**src/rtl/sram_like_arbiter_pkg.sv**
```systemverilog
// Shared definitions for the sram-like register bus and its arbiter.
package sram_like_pkg;

    localparam int unsigned ADDR_W   = 8;
    localparam int unsigned DATA_W   = 16;
    // Address MSB set marks a read access in the register map.
    localparam int unsigned READ_BIT = ADDR_W - 1;

    // Read data handed back when the slave never completes.
    localparam logic [DATA_W-1:0] ERR_DATA = 16'hDEAD;

    typedef enum logic [1:0] {
        IDLE  = 2'd0,
        GRANT = 2'd1,
        WAIT  = 2'd2
    } arb_state_e;

endpackage

```
**src/rtl/sram_like_arbiter_if.sv**
```systemverilog
// One sram-like bus link: request side driven by a master, handshake side by a slave.
interface sram_like_arbiter_if;
    import sram_like_pkg::*;

    logic              req;
    logic              wr;
    logic [ADDR_W-1:0] addr;
    logic [DATA_W-1:0] wdata;
    logic              addr_ok;
    logic              data_ok;
    logic [DATA_W-1:0] rdata;

    modport master (
        output req, wr, addr, wdata,
        input  addr_ok, data_ok, rdata
    );

    modport slave (
        input  req, wr, addr, wdata,
        output addr_ok, data_ok, rdata
    );

endinterface

```
**src/rtl/sram_like_arbiter_watchdog.sv**
```systemverilog
// Saturating 8-bit transaction watchdog; expire fires in the cycle the count reaches TIMEOUT.
module sram_like_watchdog #(
    parameter int unsigned TIMEOUT = 255
) (
    input  logic clk,
    input  logic rst_n,
    input  logic clr,
    input  logic en,
    output logic expire
);

    localparam logic [7:0] CNT_MAX   = 8'(TIMEOUT);
    localparam logic [7:0] EXPIRE_AT = 8'(TIMEOUT - 1);

    logic [7:0] cnt_q;

    // Counter: clear wins over count; holds once TIMEOUT is reached.
    always_ff @(posedge clk or negedge rst_n) begin
        if (!rst_n) begin
            cnt_q <= '0;
        end else if (clr) begin
            cnt_q <= '0;
        end else if (en && (cnt_q != CNT_MAX)) begin
            cnt_q <= cnt_q + 8'd1;
        end
    end

    // Expiry: this enabled cycle is the TIMEOUT-th one since the clear.
    always_comb begin
        expire = en && (cnt_q == EXPIRE_AT);
    end

endmodule

```
**src/rtl/sram_like_arbiter.sv**
```systemverilog
// Two-master round-robin arbiter for the sram-like register bus, one transaction in flight,
// with a watchdog that force-completes transactions the slave never finishes.
module sram_like_arbiter
    import sram_like_pkg::*;
#(
    parameter int unsigned TIMEOUT = 255
) (
    input  logic              clk,
    input  logic              rst_n,
    sram_like_arbiter_if.slave  m0,
    sram_like_arbiter_if.slave  m1,
    sram_like_arbiter_if.master s,
    output logic              busy,
    output logic              timeout_err
);

    arb_state_e        state_q, state_d;
    logic              owner_q, owner_d;
    logic              last_q, last_d;
    logic              force_q, force_d;
    logic              terr_q;

    logic              wd_clr;
    logic              wd_en;
    logic              wd_expire;

    // Owner-side view before demultiplexing to m0/m1.
    logic              own_addr_ok;
    logic              own_data_ok;
    logic [DATA_W-1:0] own_rdata;

    sram_like_watchdog #(
        .TIMEOUT (TIMEOUT)
    ) u_watchdog (
        .clk    (clk),
        .rst_n  (rst_n),
        .clr    (wd_clr),
        .en     (wd_en),
        .expire (wd_expire)
    );

    // State, arbitration history and sticky timeout flag.
    always_ff @(posedge clk or negedge rst_n) begin
        if (!rst_n) begin
            state_q <= IDLE;
            owner_q <= 1'b0;
            last_q  <= 1'b1;
            force_q <= 1'b0;
            terr_q  <= 1'b0;
        end else begin
            state_q <= state_d;
            owner_q <= owner_d;
            last_q  <= last_d;
            force_q <= force_d;
            terr_q  <= terr_q | force_d;
        end
    end

    // Next state, arbitration and owner-side completion.
    always_comb begin
        state_d     = state_q;
        owner_d     = owner_q;
        last_d      = last_q;
        force_d     = 1'b0;
        wd_clr      = 1'b0;
        wd_en       = 1'b0;
        own_addr_ok = 1'b0;
        own_data_ok = 1'b0;
        own_rdata   = '0;

        case (state_q)
            IDLE: begin
                // Cycle after a watchdog expiry: synthetic completion to the old owner.
                if (force_q) begin
                    own_data_ok = 1'b1;
                    own_rdata   = ERR_DATA;
                end
                if (m0.req || m1.req) begin
                    owner_d = (m0.req && m1.req) ? ~last_q : m1.req;
                    last_d  = owner_d;
                    state_d = GRANT;
                end
            end

            GRANT: begin
                own_addr_ok = s.addr_ok;
                own_rdata   = s.rdata;
                // A genuine completion here must coincide with addr_ok; a lone data_ok
                // is a stale answer to a timed-out transaction.
                own_data_ok = s.addr_ok & s.data_ok;
                if (s.addr_ok) begin
                    wd_clr  = 1'b1;
                    state_d = s.data_ok ? IDLE : WAIT;
                end
            end

            WAIT: begin
                wd_en       = 1'b1;
                own_rdata   = s.rdata;
                own_data_ok = s.data_ok;
                if (s.data_ok) begin
                    state_d = IDLE;
                end else if (wd_expire) begin
                    state_d = IDLE;
                    force_d = 1'b1;
                end
            end

            default: begin
                state_d = IDLE;
            end
        endcase
    end

    // Slave-side request mux; only driven while in GRANT.
    always_comb begin
        s.req   = 1'b0;
        s.wr    = 1'b0;
        s.addr  = '0;
        s.wdata = '0;
        if (state_q == GRANT) begin
            s.req = 1'b1;
            if (owner_q) begin
                s.wr    = m1.wr;
                s.addr  = m1.addr;
                s.wdata = m1.wdata;
            end else begin
                s.wr    = m0.wr;
                s.addr  = m0.addr;
                s.wdata = m0.wdata;
            end
        end
    end

    // Master-side demux; the non-owner always sees zeros.
    always_comb begin
        m0.addr_ok = ~owner_q & own_addr_ok;
        m0.data_ok = ~owner_q & own_data_ok;
        m0.rdata   = owner_q ? '0 : own_rdata;
        m1.addr_ok = owner_q & own_addr_ok;
        m1.data_ok = owner_q & own_data_ok;
        m1.rdata   = owner_q ? own_rdata : '0;
    end

    // Status outputs.
    always_comb begin
        busy        = (state_q != IDLE);
        timeout_err = terr_q;
    end

endmodule

```
**src/flat_wrapper.sv**
```systemverilog
// flat-port wrapper written by rule: the top's interface ports become plain ports
module sram_like_arbiter_flat import sram_like_pkg::*;
#(
    parameter int unsigned TIMEOUT = 255
)
  (clk, rst_n, busy, timeout_err, m0_req, m0_wr, m0_addr, m0_wdata, m0_addr_ok, m0_data_ok, m0_rdata, m1_req, m1_wr, m1_addr, m1_wdata, m1_addr_ok, m1_data_ok, m1_rdata, s_req, s_wr, s_addr, s_wdata, s_addr_ok, s_data_ok, s_rdata);
  sram_like_arbiter_if m0_i ();
  sram_like_arbiter_if m1_i ();
  sram_like_arbiter_if s_i ();
  input  logic clk;
  input  logic rst_n;
  output logic busy;
  output logic timeout_err;
  input wire logic [$bits(m0_i.req)-1:0] m0_req;
  input wire logic [$bits(m0_i.wr)-1:0] m0_wr;
  input wire logic [$bits(m0_i.addr)-1:0] m0_addr;
  input wire logic [$bits(m0_i.wdata)-1:0] m0_wdata;
  output wire logic [$bits(m0_i.addr_ok)-1:0] m0_addr_ok;
  output wire logic [$bits(m0_i.data_ok)-1:0] m0_data_ok;
  output wire logic [$bits(m0_i.rdata)-1:0] m0_rdata;
  input wire logic [$bits(m1_i.req)-1:0] m1_req;
  input wire logic [$bits(m1_i.wr)-1:0] m1_wr;
  input wire logic [$bits(m1_i.addr)-1:0] m1_addr;
  input wire logic [$bits(m1_i.wdata)-1:0] m1_wdata;
  output wire logic [$bits(m1_i.addr_ok)-1:0] m1_addr_ok;
  output wire logic [$bits(m1_i.data_ok)-1:0] m1_data_ok;
  output wire logic [$bits(m1_i.rdata)-1:0] m1_rdata;
  output wire logic [$bits(s_i.req)-1:0] s_req;
  output wire logic [$bits(s_i.wr)-1:0] s_wr;
  output wire logic [$bits(s_i.addr)-1:0] s_addr;
  output wire logic [$bits(s_i.wdata)-1:0] s_wdata;
  input wire logic [$bits(s_i.addr_ok)-1:0] s_addr_ok;
  input wire logic [$bits(s_i.data_ok)-1:0] s_data_ok;
  input wire logic [$bits(s_i.rdata)-1:0] s_rdata;
  assign m0_i.req = m0_req;
  assign m0_i.wr = m0_wr;
  assign m0_i.addr = m0_addr;
  assign m0_i.wdata = m0_wdata;
  assign m0_addr_ok = m0_i.addr_ok;
  assign m0_data_ok = m0_i.data_ok;
  assign m0_rdata = m0_i.rdata;
  assign m1_i.req = m1_req;
  assign m1_i.wr = m1_wr;
  assign m1_i.addr = m1_addr;
  assign m1_i.wdata = m1_wdata;
  assign m1_addr_ok = m1_i.addr_ok;
  assign m1_data_ok = m1_i.data_ok;
  assign m1_rdata = m1_i.rdata;
  assign s_req = s_i.req;
  assign s_wr = s_i.wr;
  assign s_addr = s_i.addr;
  assign s_wdata = s_i.wdata;
  assign s_i.addr_ok = s_addr_ok;
  assign s_i.data_ok = s_data_ok;
  assign s_i.rdata = s_rdata;
  sram_like_arbiter #(.TIMEOUT(TIMEOUT)) u_core (.clk(clk), .rst_n(rst_n), .m0(m0_i), .m1(m1_i), .s(s_i), .busy(busy), .timeout_err(timeout_err));
endmodule
```
**config.mk**
```make
export PLATFORM = sky130hd
export DESIGN_NAME = sram_like_arbiter_flat
export DESIGN_NICKNAME = d
export VERILOG_FILES = /design/src/rtl/sram_like_arbiter_pkg.sv /design/src/rtl/sram_like_arbiter_if.sv /design/src/rtl/sram_like_arbiter_watchdog.sv /design/src/rtl/sram_like_arbiter.sv /design/src/flat_wrapper.sv
export SDC_FILE = /design/constraint.sdc
export NUM_CORES = 1
export LEC_CHECK = 0
export ABC_AREA = 1
export CAP_MARGIN = 0
export CORE_MARGIN = 2
export CORE_UTILIZATION = 35
export CTS_BUF_LIST = sky130_fd_sc_hd__clkbuf_8
export CTS_CLUSTER_SIZE = 25
export DETAILED_ROUTE_END_ITERATION = 7
export MAX_ROUTING_LAYER = met4
export PLACE_DENSITY = 0.88
export SYNTH_ARGS = -nofsm -noshare
export SYNTH_HDL_FRONTEND = slang
export SYNTH_SLANG_ARGS = --single-unit
export TNS_END_PERCENT = 5
```
**constraint.sdc**
```tcl
create_clock -name clk -period 3.2 [get_ports clk]
set_input_delay 0.32 -clock clk [delete_from_list [all_inputs] [get_ports clk]]
set_output_delay 0.32 -clock clk [all_outputs]
set_load 0.1 [all_outputs]
```
==> results of run 1 <==
## critical path, stage by stage, from the launching register on
cell and delay [ns]:
dfrtp_1 0.42, inv_1 0.09, ha_1 0.51, clkinv_1 0.38, nor3_1 0.45, buf_12 0.23
## worst paths after layout
kind                                               startpoint                                      to  slack, ns
worst min-delay path                                    rst_n  u_core.u_watchdog.cnt_q[4]$_DFFE_PN0P_       0.46
worst max-delay path            u_core.state_q[0]$_DFFE_PN0P_                             m1_rdata[1]       0.55
worst min register to register   u_core.timeout_err$_DFF_PN0_            u_core.timeout_err$_DFF_PN0_       0.48
max in group asynchronous                               rst_n              u_core.owner_q$_DFFE_PN0P_       2.34
min in group clk                 u_core.timeout_err$_DFF_PN0_            u_core.timeout_err$_DFF_PN0_       0.48
worst max register to register  u_core.state_q[1]$_DFFE_PN0P_  u_core.u_watchdog.cnt_q[3]$_DFFE_PN0P_       1.57
## routing by layer
metal	wire (um)	up-vias
met5	0	-
met4	165	0
met3	404	16
met2	3323	94
li1	-	1138
met1	2509	1014
## logic make-up after synthesis
| family | count (synthesis) | share of synthesized area (%) |
|---|---|---|
| buffers and inverters | 37 | 9.638 |
| DFF | 14 | 22.57 |
| xor gates and xnor gates | 2 | 1.125 |
| and+or+nand+nor | 192 | 50.12 |
| AOI/OAI and AO/OA | 34 | 10.92 |
| adders and majority gates | 7 | 5.622 |
## sequential cells by signal, summed over array words and instances (netlist names)
register,count
u_core.timeout_err,1
u_core.owner_q,1
u_core.u_watchdog.cnt_q,8
u_core.last_q,1
u_core.force_q,1
u_core.state_q,2
## stage by stage
stage	std cells	setup TNS, ns	setup WS [ns]
4_1_cts	465	0	0.5632
2_1_floorplan	286	-1.874	-0.1878
6_report	465	0	0.5545
3_5_place_dp	461	0	0.8309
5_1_grt	465	0	0.4220
3_3_place_gp	461	0	0.9242
## placed cells by master, fill, tap and decap left out, types with 2 or more instances in the layout
| cell | netlist | routed |
|---|---|---|
| ha_1 | 7 | 7 |
| nand3_1 | 10 | 10 |
| buf_12 | 0 | 24 |
| clkdlybuf4s50_1 | 0 | 72 |
| o21ai_1 | 4 | 4 |
| nor2_1 | 88 | 88 |
| inv_1 | 20 | 20 |
| nor3_1 | 10 | 10 |
| clkbuf_8 | 0 | 4 |
| buf_4 | 0 | 41 |
| nand2_2 | 3 | 3 |
| nand2_1 | 74 | 74 |
| xor2_1 | 2 | 2 |
| o21ai_0 | 28 | 28 |
| a21oi_1 | 2 | 2 |
| or2_2 | 2 | 2 |
| nand4_1 | 3 | 3 |
| dfrtp_1 | 13 | 13 |
## layout make-up
type / count / share of cell area (%)
Timing Repair Buffer: 137 / 48.24
Multi-Input combinational cell: 235 / 33.76
Tap cell: 52 / 2.080
Clock buffer: 4 / 1.760
Sequential cell: 14 / 11.24
Inverter: 23 / 2.920
==> results.sh, run 1 <==
export IMPL_cts_max_level=1
export IMPL_grt_usage_pct=25.43
export IMPL_synth_cell_types=22
export IMPL_period_needed_ns=2.645
export IMPL_core_um2=4324
export IMPL_netlist_instances=286
export IMPL_vias=2262
export IMPL_drt_pre_antenna_iters=4
export IMPL_final_layout_size_suffix_gt1_share_pct=19.13
export IMPL_nNetsFinal=493
export IMPL_areaGrowthSynthToFinish_pct=100.8
export IMPL_worstPathMaxFanout=12
export IMPL_use_met1_pct=30.34
export IMPL_path_clk_slew_ns=0.06
export IMPL_synth_edf_count=0
export IMPL_yosys_top_cells_area="nor2_1 (21%), dfrtp_1 (21%), nand2_1 (18%)"
export IMPL_clock_sinks=14
export IMPL_drv_slew=0
export IMPL_n_antenna_cell=0
export IMPL_timing_hold_ws_ns=0.4633
export IMPL_ys_seq_area_share_pct=22.57
export IMPL_post_cts_buffers=0
export IMPL_synth_ff_type="dfrtp_1"
export IMPL_grt_pass1_wl_um=10050
export IMPL_grt_busiest_layer="met2"
export IMPL_cts_path_max_buffers=2
export IMPL_initial_core_util_pct=36.02
export IMPL_worst_clock_skew_ns=0.0007055
export IMPL_grt_max_degree=45
export IMPL_dp_hpwl_um=5099
export IMPL_drtIter0Drc=107
export IMPL_cp_end_kind="primary output"
export IMPL_fillers=348
export IMPL_ys_ff_latch=14
export IMPL_drt_total_wl_um=6404
export IMPL_setup_viol=0
export IMPL_worstSetupPathType="flop to primary output"
export IMPL_crit_required_ns=2.88
export IMPL_async_reset_ff_share_pct=100.0
export IMPL_final_seq_area_um2=351.6
export IMPL_grt_pass1_vias=2100
export IMPL_drtAntennaViolNets=0
export IMPL_post_drt_wl_per_cell_um=13.77
export IMPL_die_area_um2=5001
export IMPL_clkLatencyLatePin_ns=0.25
export IMPL_gp_congestion=0.8878
export IMPL_numCtsBuffers=3
export IMPL_mappedNetlistArea_um2=1558
export IMPL_cts_resized=0
export IMPL_syn_nets=365
export IMPL_yosysTopAreaCell="nor2_1"
export IMPL_use_met2_pct=44.34
export IMPL_rsz0062_at_grt="false"
export IMPL_hp_class="primary input to asynchronous set/reset pin"
export IMPL_antenna_found_initial=0
export IMPL_period_share_pct=82.67
export IMPL_cts_tree="done"
export IMPL_drc=0
export IMPL_synth_common_cells="nor2_1 (88), nand2_1 (74), o21ai_0 (28)"
export IMPL_ctsHoldBuffers=0
export IMPL_clockRootBuffer="clkbuf_8"
export IMPL_num_io_pins=136
export IMPL_synth_top_area_share_pct=21.20
export IMPL_rr_worst_depth=8
export IMPL_rows=24
export IMPL_worst_slew_pin_slew_ns=0.9742
export IMPL_multi_input_comb_area_um2=1056
export IMPL_worstPathArrival_ns=2.33
export IMPL_fmax_mhz=378.0
export IMPL_port_buffers=135
export IMPL_start_kind="flop"
export IMPL_final_util_pct=72.34
export IMPL_yosysMostFrequentCell="nor2_1"
export IMPL_via_per_inst=4.865
export IMPL_grt_ovfl_total=0
export IMPL_max_cap_violations=0
export IMPL_use_met3_pct=3.846
export IMPL_final_area_um2=3128
export IMPL_outcome="completed"
export IMPL_yosysWarnings=0
export IMPL_die_x_um=70.72
export IMPL_die_h_um=70.72
export IMPL_dpl_cell_area_um2=3073
export IMPL_synth_avg_cell_area_um2=5.447
export IMPL_slew_limit_headroom_pct=34.85
export IMPL_hold_viol=0
Power of run 1 is left out: the tool's default activity adds up to more than one toggle a clock period on the data nets, which glitch-free logic cannot reach.
==> inputs of run 2 (changes only) <==
CORE_UTILIZATION = 30   (was 35)
PLACE_DENSITY = 0.8   (was 0.88)
clock period = 2.4 ns   (was 3.2 ns; I/O delays follow)
==> results.sh, run 2 <==
export IMPL_mappedNetlistArea_um2=1558
export IMPL_synth_top_area_share_pct=21.20
export IMPL_yosysWarnings=0
export IMPL_grt_usage_pct=25.09
export IMPL_syn_nets=365
export IMPL_netlist_instances=286
export IMPL_rows=26
export IMPL_grt_max_degree=45
export IMPL_grt_pass1_wl_um=11540
export IMPL_clock_sinks=14
export IMPL_ctsHoldBuffers=0
export IMPL_worstEpCategory="output port"
export IMPL_ys_ff_latch=14
export IMPL_initial_core_util_pct=30.70
export IMPL_worst_endpoint="m0_rdata[15]"
export IMPL_gp_congestion=0.8848
export IMPL_synth_ff_type="dfrtp_1"
export IMPL_post_cts_buffers=0
export IMPL_cts_resized=0
export IMPL_async_reset_ff_share_pct=100.0
export IMPL_die_x_um=76.06
export IMPL_yosysMostFrequentCell="nor2_1"
export IMPL_placed_cells=481
export IMPL_antenna_found_initial=0
export IMPL_cts_max_level=1
export IMPL_grt_pass1_vias=2274
export IMPL_yosysTopAreaCell="nor2_1"
export IMPL_port_buffers=135
export IMPL_outcome="did not finish"
export IMPL_yosys_top_cells_area="nor2_1 (21%), dfrtp_1 (21%), nand2_1 (18%)"
export IMPL_synth_common_cells="nor2_1 (88), nand2_1 (74), o21ai_0 (28)"
export IMPL_stop_error="[ERROR DRT-0255] Maze Route cannot find path of net m1_addr[0] in worker of routeBox ( 48300 0 ) ( 76060 48300 )."
export IMPL_synth_cell_types=22
export IMPL_grt_ovfl_total=0
export IMPL_synth_edf_count=0
export IMPL_numCtsBuffers=3
export IMPL_ys_seq_area_share_pct=22.57
export IMPL_cts_path_max_buffers=2
export IMPL_synth_avg_cell_area_um2=5.447
export IMPL_die_h_um=76.06
export IMPL_dp_hpwl_um=5680
export IMPL_clockRootBuffer="clkbuf_8"
export IMPL_num_io_pins=136
export IMPL_haltStage="detailed routing (5_2_route)"
-- run 2: cell counts after synthesis --
No cell type changed its count.
-- run 2: cell families after synthesis --
logic type	after synthesis	synth area share, %
flops	14	22.57
simple gates	192	50.12
xor+xnor	2	1.125
compound gates	34	10.92
buf+inv	37	9.638
fa+ha+maj	7	5.622
-- run 2: stage by stage --
stage	setup TNS (ns)	util (%)	setup slack, ns	cell area, um^2
4_1_cts	0	72.46	0.07722	3677
2_1_floorplan	-12.28	-	-0.3217	1619
3_3_place_gp	0	71.57	0.4311	3632
5_1_grt	0	72.53	0.008193	3681
3_5_place_dp	0	71.57	0.3523	3632
-- run 2: per-layer routing --
metal	track usage (%)
met4	8.545
met2	44.73
met3	5.332
met5	-
met1	27.85
==> inputs of run 3 (changes only) <==
CORE_UTILIZATION = 25   (was 30)
CTS_BUF_LIST = not set   (was sky130_fd_sc_hd__clkbuf_8)
CTS_CLUSTER_SIZE = not set   (was 25)
MAX_ROUTING_LAYER = not set   (was met4)
PLACE_DENSITY = not set   (was 0.8)
PLACE_DENSITY_LB_ADDON = 0.15   (was not set)
clock period = 3.1 ns   (was 2.4 ns; I/O delays follow)
==> results.sh, run 3 (same netlist as run 1, synthesis figures left out) <==
export IMPL_die_area_um2=6878
export IMPL_grt_busiest_layer="met2"
export IMPL_grt_usage_pct=19.01
export IMPL_n_antenna_cell=0
export IMPL_worstPathMaxFanout=12
export IMPL_die_x_um=82.94
export IMPL_slew_limit_headroom_pct=35.68
export IMPL_use_met1_pct=24.64
export IMPL_worstSetupPathType="flop to primary output"
export IMPL_clockRootBuffer="clkbuf_8"
export IMPL_fmax_mhz=382.4
export IMPL_max_flop_register="u_core.u_watchdog.cnt_q"
export IMPL_largestRegisters="u_core.u_watchdog.cnt_q (8), u_core.state_q (2)"
export IMPL_rows=28
export IMPL_period_share_pct=84.35
export IMPL_dp_hpwl_um=5582
export IMPL_drtAntennaViolNets=0
export IMPL_worstPathArrival_ns=2.30
export IMPL_outcome="completed"
export IMPL_crit_chain="inv_1, ha_1, clkinv_1, nor3_1, buf_12"
export IMPL_antenna_found_initial=0
export IMPL_critical_path_max_stage_delay_ns=0.51
export IMPL_numCtsBuffers=3
export IMPL_largest_reg_flops=8
export IMPL_areaGrowthSynthToFinish_pct=120.3
export IMPL_initial_core_util_pct=26.16
export IMPL_ctsHoldBuffers=0
export IMPL_layout_common_cells="nor2_1 (88), nand2_1 (74), clkdlybuf4s50_1 (72)"
export IMPL_post_drt_wl_per_cell_um=14.25
export IMPL_cts_tree="done"
export IMPL_worst_slew_pin_slew_ns=0.9619
export IMPL_post_cts_buffers=0
export IMPL_setup_viol=0
export IMPL_port_buffers=135
export IMPL_rsz0062_at_grt="false"
export IMPL_drc=0
export IMPL_crit_required_ns=2.79
export IMPL_path_clk_slew_ns=0.07
export IMPL_die_h_um=82.94
export IMPL_cts_path_max_buffers=2
export IMPL_grt_pass1_wl_um=10730
export IMPL_clock_sinks=14
export IMPL_start_kind="flop"
export IMPL_grt_max_degree=45
export IMPL_max_cap_violations=0
export IMPL_nNetsFinal=493
export IMPL_num_io_pins=136
export IMPL_use_met3_pct=2.684
export IMPL_drt_total_wl_um=6956
export IMPL_worst_clock_skew_ns=0.004485
export IMPL_final_layout_size_suffix_gt1_share_pct=19.13
export IMPL_vias=2238
export IMPL_fillers=542
export IMPL_cts_max_level=1
export IMPL_drt_pre_antenna_iters=6
export IMPL_via_per_inst=4.586
export IMPL_cts_resized=0
export IMPL_drtIter0Drc=85
export IMPL_grt_ovfl_total=0
export IMPL_use_met2_pct=33.94
export IMPL_grt_pass1_vias=1986
export IMPL_hp_class="primary input to asynchronous set/reset pin"
export IMPL_final_util_pct=57.63
export IMPL_clkLatencyLatePin_ns=0.25
export IMPL_layout_commonest_cell="nor2_1"
export IMPL_drv_slew=0
export IMPL_gp_congestion=0.8268
export IMPL_hold_viol=0
export IMPL_cp_slowest_cell="ha_1"
export IMPL_rrSetupSlack_ns=1.46
export IMPL_core_um2=5956
export IMPL_cp_end_kind="primary output"
export IMPL_period_needed_ns=2.615
-- run 3: final timing paths --
| path | start | depth (start not counted) | end |
|---|---|---|---|
| min in group clk | u_core.timeout_err$_DFF_PN0_ | 1 | u_core.timeout_err$_DFF_PN0_ |
| hold reg to reg | u_core.timeout_err$_DFF_PN0_ | 1 | u_core.timeout_err$_DFF_PN0_ |
| max in group asynchronous | rst_n | 1 | u_core.u_watchdog.cnt_q[0]$_DFFE_PN0P_ |
| setup / recovery | u_core.state_q[0]$_DFFE_PN0P_ | 5 | m0_rdata[6] |
| hold / removal | rst_n | 1 | u_core.timeout_err$_DFF_PN0_ |
| setup reg to reg | u_core.state_q[1]$_DFFE_PN0P_ | 8 | u_core.u_watchdog.cnt_q[5]$_DFFE_PN0P_ |
-- run 3: final cells by class --
type / instances / area (um^2) / area share (%)
clock buffers: 4 / 55.05 / 1.604
flip-flops and latches: 14 / 351.6 / 10.24
multi-input cells: 235 / 1056 / 30.77
well taps: 75 / 93.84 / 2.734
repair buffers: 137 / 1784 / 51.99
inverters: 23 / 91.34 / 2.661
-- run 3: layer usage --
metal | share of wire (%) | up-vias
met5 | 0 | -
met3 | 5.2 | 6
met2 | 49 | 84
met4 | 0.82 | 0
li1 | - | 1140
met1 | 45 | 1008
-- run 3: critical path, delay by kind of cell, from the launching register on --
| kind | cells | cell delay, ns |
|---|---|---|
| AND/OR/NAND/NOR | 1 | 0.43 |
| buffers and inverters | 3 | 0.69 |
| adder cells (fa/ha/maj) | 1 | 0.51 |
| flip-flops | 1 | 0.43 |
-- run 3: per-stage QoR --
step	TNS, ns	std cells	setup WS, ns	cell area (um^2)	hold slack [ns]
2_1_floorplan	-2.911	286	-0.2778	1558	0.01441
3_3_place_gp	0	484	0.8509	3377	0.4555
3_5_place_dp	0	484	0.7636	3377	0.4618
4_1_cts	0	488	0.4887	3432	0.4804
5_1_grt	0	488	0.3560	3432	0.4876
6_report	0	488	0.4851	3432	0.4507
Power of run 3 is left out for the same reason.
==> inputs of run 4 (changes only) <==
clock period = 2.29 ns   (was 3.1 ns; I/O delays follow)
==> results.sh, run 4 (same netlist as run 1, synthesis figures left out) <==
export IMPL_drtIter0Drc=46
export IMPL_clock_sinks=14
export IMPL_crit_start="u_core.state_q[0]$_DFFE_PN0P_"
export IMPL_slew_limit_headroom_pct=55.88
export IMPL_nNetsFinal=497
export IMPL_cts_resized=1
export IMPL_max_cap_violations=0
export IMPL_cp_depth=6
export IMPL_grt_ovfl_total=0
export IMPL_num_io_pins=136
export IMPL_r2r_start="u_core.state_q[1]$_DFFE_PN0P_"
export IMPL_rrSetupSlack_ns=0.63
export IMPL_clockRootBuffer="clkbuf_8"
export IMPL_worstPathArrival_ns=1.90
export IMPL_largest_reg_flops=8
export IMPL_period_needed_ns=2.127
export IMPL_post_cts_buffers=0
export IMPL_hp_class="primary input to asynchronous set/reset pin"
export IMPL_die_h_um=82.94
export IMPL_start_kind="flop"
export IMPL_final_layout_size_suffix_gt1_share_pct=23.26
export IMPL_cp_end_kind="primary output"
export IMPL_worstSetupPathType="flop to primary output"
export IMPL_via_per_inst=4.528
export IMPL_areaGrowthSynthToFinish_pct=139.3
export IMPL_rows=28
export IMPL_n_antenna_cell=0
export IMPL_worst_clock_skew_ns=0.004840
export IMPL_grt_pass1_vias=2028
export IMPL_period_share_pct=92.88
export IMPL_cp_endpoint="m1_rdata[8]"
export IMPL_layout_commonest_cell="nor2_1"
export IMPL_cts_tree="done"
export IMPL_crit_required_ns=2.06
export IMPL_numCtsBuffers=3
export IMPL_path_delay_family="buffers and inverters"
export IMPL_outcome="completed"
export IMPL_port_buffers=135
export IMPL_layout_cells_non_filler=492
export IMPL_worst_slew_pin_slew_ns=0.6597
export IMPL_ctsHoldBuffers=0
export IMPL_drt_total_wl_um=6952
export IMPL_gp_congestion=0.8196
export IMPL_fmax_mhz=470.2
export IMPL_drtAntennaViolNets=0
export IMPL_crit_chain="inv_1, ha_4, clkinv_1, buf_4, nor3_2, buf_12"
export IMPL_setup_viol=0
export IMPL_cp_slowest_cell="dfrtp_1"
export IMPL_layout_common_cells="nor2_1 (86), nand2_1 (74), clkdlybuf4s50_1 (71)"
export IMPL_antenna_found_initial=0
export IMPL_drt_pre_antenna_iters=4
export IMPL_grt_usage_pct=19.61
export IMPL_largestRegisters="u_core.u_watchdog.cnt_q (8), u_core.state_q (2)"
export IMPL_drv_slew=0
export IMPL_hold_viol=0
export IMPL_grt_max_degree=31
export IMPL_die_x_um=82.94
export IMPL_path_clk_slew_ns=0.06
export IMPL_worstPathMaxFanout=12
export IMPL_r2r_end="u_core.u_watchdog.cnt_q[6]$_DFFE_PN0P_"
export IMPL_vias=2228
export IMPL_cts_path_max_buffers=2
export IMPL_cp_num_buf_inv=4
export IMPL_dp_hpwl_um=5657
export IMPL_cts_max_level=1
export IMPL_critical_path_max_stage_delay_ns=0.42
export IMPL_max_flop_register="u_core.u_watchdog.cnt_q"
export IMPL_placed_cells=488
export IMPL_clkLatencyLatePin_ns=0.25
export IMPL_die_area_um2=6878
export IMPL_initial_core_util_pct=26.16
export IMPL_drc=0
export IMPL_core_um2=5956
export IMPL_rr_worst_depth=8
export IMPL_rsz0062_at_grt="false"
export IMPL_post_drt_wl_per_cell_um=14.13
export IMPL_grt_pass1_wl_um=11060
==> run 4: cell types whose count changed in the layout (fill, tap and decap cells not counted) <==
| cell | previous run | this run |
|---|---|---|
| clkdlybuf4s50_1 | 72 | 71 |
| ha_4 | 0 | 1 |
| buf_12 | 46 | 61 |
| nor2_2 | 0 | 2 |
| nor3_2 | 0 | 8 |
| nor3_4 | 0 | 2 |
| nor3_1 | 10 | 0 |
| nor2_1 | 88 | 86 |
| ha_1 | 7 | 6 |
| buf_4 | 19 | 9 |
==> run 4: worst min-delay path by stage <==
stage                                 start                                     end  slack (ns)
2_1_floorplan                         rst_n                u_core.force_q$_DFF_PN0_       -0.07
3_3_place_gp   u_core.timeout_err$_DFF_PN0_            u_core.timeout_err$_DFF_PN0_        0.46
3_5_place_dp   u_core.timeout_err$_DFF_PN0_            u_core.timeout_err$_DFF_PN0_        0.46
4_1_cts                               rst_n  u_core.u_watchdog.cnt_q[1]$_DFFE_PN0P_        0.40
5_1_grt                               rst_n  u_core.u_watchdog.cnt_q[2]$_DFFE_PN0P_        0.45
6_report                              rst_n  u_core.u_watchdog.cnt_q[1]$_DFFE_PN0P_        0.38
==> run 4: stage by stage <==
stage	setup WS, ns	instance area [um^2]	utilization, %	hold WS [ns]	setup TNS, ns
6_report	0.1631	3727	62.58	0.3799	0
5_1_grt	0.02878	3727	62.58	0.4461	0
4_1_cts	0.05979	3717	62.42	0.3974	0
3_5_place_dp	0.2606	3660	61.45	0.4602	0
3_3_place_gp	0.3063	3660	61.45	0.4551	0
2_1_floorplan	-0.4207	1625	-	-0.06659	-17.81
==> run 4: metal layers <==
metal  track usage, %  part of all wire [%]
met1            24.97                    43
met2            35.19                    50
met3            3.579                   5.4
met4            2.683                  0.86
met5                0                     0
==> run 4: cell type report <==
class / count / area [um^2]
clock buffers: 4 / 55.05
well taps: 75 / 93.84
flip-flops and latches: 14 / 351.6
repair buffers: 141 / 1999
fillers: 504 / 2228
inverters: 23 / 91.34
multi-input cells: 235 / 1136
Power of run 4 is left out for the same reason.
